--- src/rtl/hamming_enc_ctrl_p.sv ---
// Sequencing controller for a bit-serial Hamming encoder datapath of any length N.
// Handles word/bit handshakes, optional inter-frame gap, abort and a completed-frame counter.
module hamming_enc_ctrl_p #(
  parameter int N   = 15,
  parameter int CW  = $clog2(N),
  parameter int GAP = 0,
  parameter int GW  = 8,
  parameter int FCW = 16
) (
  input  logic           CLK,
  input  logic           REST_N,
  input  logic           DEVICE_EN,
  input  logic           ABORT,
  input  logic           IN_VALID,
  output logic           IN_READY,
  input  logic           OUT_READY,
  output logic           OUT_VALID,
  output logic           WRITE_EN,
  output logic           SHIFT_EN,
  output logic           COUNTER_EN,
  output logic [CW-1:0]  COUNT,
  output logic           FRAME_START,
  output logic           FRAME_END,
  output logic           BUSY,
  output logic [FCW-1:0] FRAME_CNT
);

  typedef enum logic [1:0] {
    S_IDLE  = 2'd0,
    S_SHIFT = 2'd1,
    S_GAP   = 2'd2
  } state_t;

  localparam logic [CW-1:0] LAST     = CW'(N - 1);
  localparam logic [GW-1:0] GAP_LAST = GW'((GAP > 0) ? GAP - 1 : 0);

  state_t         state_reg, state_next;
  logic [CW-1:0]  count_reg, count_next;
  logic [GW-1:0]  gap_reg, gap_next;
  logic [FCW-1:0] frame_reg, frame_next;

  logic ir, ov, we, se, ce;

  always_ff @(posedge CLK or negedge REST_N) begin
    if (!REST_N) begin
      state_reg <= S_IDLE;
      count_reg <= '0;
      gap_reg   <= '0;
      frame_reg <= '0;
    end else begin
      state_reg <= state_next;
      count_reg <= count_next;
      gap_reg   <= gap_next;
      frame_reg <= frame_next;
    end
  end

  always_comb begin
    state_next = state_reg;
    count_next = count_reg;
    gap_next   = gap_reg;
    frame_next = frame_reg;
    ir = 1'b0;
    ov = 1'b0;
    we = 1'b0;
    se = 1'b0;
    ce = 1'b0;
    // With DEVICE_EN low every next value defaults to a hold.
    if (DEVICE_EN) begin
      if (ABORT) begin
        ov         = (state_reg == S_SHIFT);
        state_next = S_IDLE;
        count_next = '0;
        gap_next   = '0;
      end else begin
        case (state_reg)
          S_IDLE: begin
            ir = 1'b1;
            we = IN_VALID;
            if (IN_VALID) begin
              state_next = S_SHIFT;
              count_next = '0;
            end
          end
          S_SHIFT: begin
            ov = 1'b1;
            se = OUT_READY;
            ce = OUT_READY;
            if (OUT_READY) begin
              if (count_reg != LAST) begin
                count_next = count_reg + 1'b1;
              end else begin
                frame_next = frame_reg + 1'b1;
                count_next = '0;
                // Without a gap the next word loads on the same edge as the last shift.
                if (GAP == 0) begin
                  ir         = 1'b1;
                  we         = IN_VALID;
                  state_next = IN_VALID ? S_SHIFT : S_IDLE;
                end else begin
                  state_next = S_GAP;
                  gap_next   = '0;
                end
              end
            end
          end
          S_GAP: begin
            if (gap_reg == GAP_LAST) begin
              state_next = S_IDLE;
              gap_next   = '0;
            end else begin
              gap_next = gap_reg + 1'b1;
            end
          end
          default: begin
            state_next = S_IDLE;
            count_next = '0;
            gap_next   = '0;
          end
        endcase
      end
    end
  end

  assign IN_READY    = REST_N & ir;
  assign OUT_VALID   = REST_N & ov;
  assign WRITE_EN    = REST_N & we;
  assign SHIFT_EN    = REST_N & se;
  assign COUNTER_EN  = REST_N & ce;
  assign FRAME_START = REST_N & (state_reg == S_SHIFT) & (count_reg == '0);
  assign FRAME_END   = REST_N & (state_reg == S_SHIFT) & (count_reg == LAST);
  assign BUSY        = REST_N & (state_reg != S_IDLE);
  assign COUNT       = count_reg;
  assign FRAME_CNT   = frame_reg;

endmodule

--- config.mk ---
export PLATFORM = sky130hd
export DESIGN_NAME = hamming_enc_ctrl_p
export DESIGN_NICKNAME = d
export VERILOG_FILES = /design/src/rtl/hamming_enc_ctrl_p.sv
export SDC_FILE = /design/constraint.sdc
export NUM_CORES = 1
export LEC_CHECK = 0
export CAP_MARGIN = 15
export CORE_ASPECT_RATIO = 0.75
export CORE_MARGIN = 2
export CORE_UTILIZATION = 46
export CTS_CLUSTER_DIAMETER = 30
export DETAILED_ROUTE_END_ITERATION = 12
export PLACE_DENSITY_LB_ADDON = 0.2
export RECOVER_POWER = 25
export SYNTH_ARGS = -nofsm -noshare
export SYNTH_HDL_FRONTEND = slang
export SYNTH_SLANG_ARGS = --single-unit
--- constraint.sdc ---
create_clock -name CLK -period 2.33 [get_ports CLK]
set_input_delay 0.466 -clock CLK [delete_from_list [all_inputs] [get_ports CLK]]
set_output_delay 0.466 -clock CLK [all_outputs]
set_load 0.05 [all_outputs]
==> reports/summary.md <==
Counting both buffers and inverters, the worst setup path holds a total of 2. The synthesized-area fraction occupied by xor and xnor cells is 11.5%, and the largest voltage drop on the vdd net is 259 uV. The total setup violations reported at the end of the flow was 0; the average wire per standard cell was 13.6 um. Counting every net in the synthesized netlist gives 117. The tools report the number of hold-slack violations in the final timing report as 0. Each instance of the synthesized netlist takes up on average 10.7 um2.

The peak-usage layer in the global routing report was met2. The synthesized netlist devotes 26.0% of its cell area to simple gates. Relative to the synthesized area, the layout overhead comes to 49.3%. Measured in cells, the most critical reg-to-reg path has a length of 6.

For met1 alone, demand over resource in global routing was 27.4%. In this design, the stage delay of the slowest critical-path cell is 0.61 ns. The floorplan has 15 rows. The class of the tightest hold or removal check was reg2reg. Dividing the detail-routed via count by the number of cells gives 5.10. The smallest setup slack after layout came out at 0.134 ns.

The I/O pin count was 34; the clock input transition at the sequential cells of the worst setup and hold paths was 0.10 ns. The run gives 5.79% as the met3 track demand over resource in global routing. The run gives 2500 um as the total wirelength of the detailed-routed design. The sequential cells in the finished layout cover a total of 527 um2.

The share of synthesized cell area in full adder, half adder and majority cells was 4.38%. Setup repair after global routing left no endpoint under its margin. The prevailing post-synth register cell is sky130_fd_sc_hd__dfrtp_1. The clock sink total is 21. The final total power is 0.000755 W, and the register bit count reported by yosys is 21. The die is 47.2 um tall. The logs give 455 MHz for the maximum clock frequency and 107 for the number of standard cells after synthesis.

Most common cell in the netlist: sky130_fd_sc_hd__dfrtp_1. The first global-routing pass estimated 4080 um of wire. At the worst endpoint, the required time is 1.86 ns. The floorplan die width is 61.5 um. The number of buffers added by the clock tree synthesis step is 3. Dividing the final minimum period by the clock period gives 94.3%.

The fraction of final layout cells with drive strength greater than 1 is 22.7%. Maximum fanout along the worst path: 4. The register with the most flip-flops in the layout has 16 of them. The clock latency of the later-clocked register in the worst-skew pair came out at 0.30 ns. The total power density per cell area is 443 nW/um2, and the initial core utilization is 49.1%. During synthesis, Yosys emitted a total of 0 warnings. The clock arrives with 0.0101 ns of skew.

The proportion of synthesized flip-flops having asynchronous set or reset was 100%; the placed instance count was 179. The count of maximum capacitance violations is 0, and the number of diodes added for antenna fixing is 0. The global routing usage summed across all routing layers was 19.4%. The run gives 18 as the maximum number of pins on one net before global-route repair.

Before antenna repair, the detailed router went through 4 iterations. At the end of routability-driven placement, the weighted congestion stood at 0.800. The number of port buffers came out at 33. Traced cell by cell, the critical path runs through dlygate4sd3_1 -> nand2_1 -> nor4b_2 -> buf_12. After the first detailed-routing iteration, the DRC count stood at 47.

The run gives 0 as the post-route antenna net violation count. The root buffer cell was sky130_fd_sc_hd__clkbuf_4. The number of flops mapped to enable cells by yosys is 0, and the final instance count without filler cells is 184. After synthesis, the share of cell area in mux cells is 2.30%. The max-slew violation count was 0. The critical path arrival is 1.73 ns, and the residual overflow from global routing is 0. The layout has 188 filler cells. Headroom to the max-slew limit came out at 40.2%.

The wire-length estimate of the detail-placed layout is 1910 um. The largest area contributor in the synthesized netlist is sky130_fd_sc_hd__dfrtp_1. The share of the synthesized area in compound gates (AO/OA/AOI/OAI) was 7.12%; the number of buffers between clock root and the deepest sink was 2. Grouping stages by cell kind, the critical path spends the most delay in buffers and inverters. For this run, design rule violations remaining after detail routing come to 0. Before CTS, the worst setup slack after placement is 0.169 ns. The deepest level of the CTS H-tree is 1.

For the minimum hold slack, the log shows 0.492 ns. By area, the combinational part of the netlist is dominated by simple AND/OR/NAND/NOR gates. On the critical path, the stage with the largest delay is an instance of sky130_fd_sc_hd__dlygate4sd3_1. TritonCTS built the clock tree.

The final layout contains 161 nets. Top-area cell type share of the netlist area: 46.0%. In the post-synthesis netlist, the biggest area contributors are sky130_fd_sc_hd__dfrtp_1 46%, sky130_fd_sc_hd__xnor2_1 9.2%, sky130_fd_sc_hd__ha_1 4.4%, sky130_fd_sc_hd__nand2_1 4.3%, sky130_fd_sc_hd__nand3_1 3.9%.

The commonest cells after synthesis are 21 x sky130_fd_sc_hd__dfrtp_1, 13 x sky130_fd_sc_hd__nand2_1, 12 x sky130_fd_sc_hd__xnor2_1, 9 x sky130_fd_sc_hd__nand3_1. For this run, global-route usage on met2 was measured as 29.7%. The region available for standard cell placement spans 2330 um2. For this run, the register share of the synthesized area comes to 46.0%.

The critical path runs through a total of 4 cells. After routing, the total negative slack on setup checks comes to 0 ns. The static power due to leakage came out at 0.751 nW. The tools report the critical path capture point type as a primary output. The run gives 624 um2 as the area occupied by multi-input gates. The flow ran to the end, and the final reports show no timing, DRC or antenna violations. The worst setup path is launched from an input port. The pin slew with the least headroom to its limit was 0.897 ns; the overall die area was 2900 um2.

The run gives 938 as the via count of the routed design. The tools report the number of antenna violations at the first check in global routing as 0. Worst setup path category: in2out.

The distinct cell type count of the synthesized netlist was 35; the number of global-route vias before repair was 867. The routed design could run at a clock period as short as 2.20 ns. In this run the cell area of the synthesized design comes to 1140 um2. Worst hold path depth: 1.
## final cells by class
class / instances / area share, %
flip-flops and latches: 21 / 30.9
multi-input cells: 79 / 36.6
repair buffers: 41 / 27.4
inverters: 5 / 1.10
clock buffers: 4 / 1.54
well taps: 34 / 2.49
## worst register-to-register path: cells and delay by family (launching register included)
kind | cells | cell delay (ns)
and+or+nand+nor | 3 | 0.89
buffers and inverters | 1 | 0.08
adders and majority gates | 1 | 0.14
DFF | 1 | 0.42
xor gates and xnor gates | 1 | 0.14
## layout by cell type, fill, tap and decap left out, types with 4 or more instances in the layout
master                             n
sky130_fd_sc_hd__nand2_1          13
sky130_fd_sc_hd__xnor2_1          12
sky130_fd_sc_hd__buf_12            8
sky130_fd_sc_hd__nand3_1           9
sky130_fd_sc_hd__inv_1             4
sky130_fd_sc_hd__clkdlybuf4s50_1  24
sky130_fd_sc_hd__dfrtp_1          20
sky130_fd_sc_hd__nor2_1            5
sky130_fd_sc_hd__buf_4             7
sky130_fd_sc_hd__nand4_1           4
## path summary, 6_finish.rpt
check                                endpoint  slack (ns)          start
worst max-delay path              FRAME_START        0.13         REST_N
worst min-delay path            FRAME_CNT[15]        0.49  FRAME_CNT[15]
worst max register to register  FRAME_CNT[10]        0.55       COUNT[0]
worst min register to register  FRAME_CNT[15]        0.49  FRAME_CNT[15]
max in group asynchronous            COUNT[0]        0.81         REST_N
min in group asynchronous        FRAME_CNT[3]        0.61         REST_N
## kinds of logic (layout without fill, tap and decap cells)
| family | Yosys count | after routing |
|---|---|---|
| simple gates | 49 | 49 |
| flops | 21 | 21 |
| xor+xnor | 15 | 15 |
| compound gates | 9 | 9 |
| buf+inv | 7 | 50 |
| fa+ha+maj | 4 | 4 |
| mux | 2 | 2 |
## through the flow
step	utilization, %	area [um2]
after floorplan	-	1160
after global placement	71.1	1650
after detailed placement	71.1	1650
after CTS	72.7	1690
after global routing	73.3	1710
final	73.3	1710
## per-layer routing
layer,vias up,share of wire [%]
met3,2,5.8
met1,451,48
met5,-,0
met2,28,46
met4,0,0.48
li1,457,-
## timing repair
| action | in CTS | in global routing |
|---|---|---|
| gates cloned | 0 | 0 |
| gates resized for setup | 2 | 4 |
| pin swaps | 0 | 2 |
| endpoints found under the setup margin | 2 | 2 |
| hold buffers | 0 | 0 |
| setup buffers | 1 | 0 |
## power breakdown
group / internal, W / switching, W
combinational: 0.0000848 / 0.000110
clock: 0.0000666 / 0.000104
sequential: 0.000374 / 0.0000160
total: 0.000525 / 0.000230
Power figures use the tool's default switching activity.
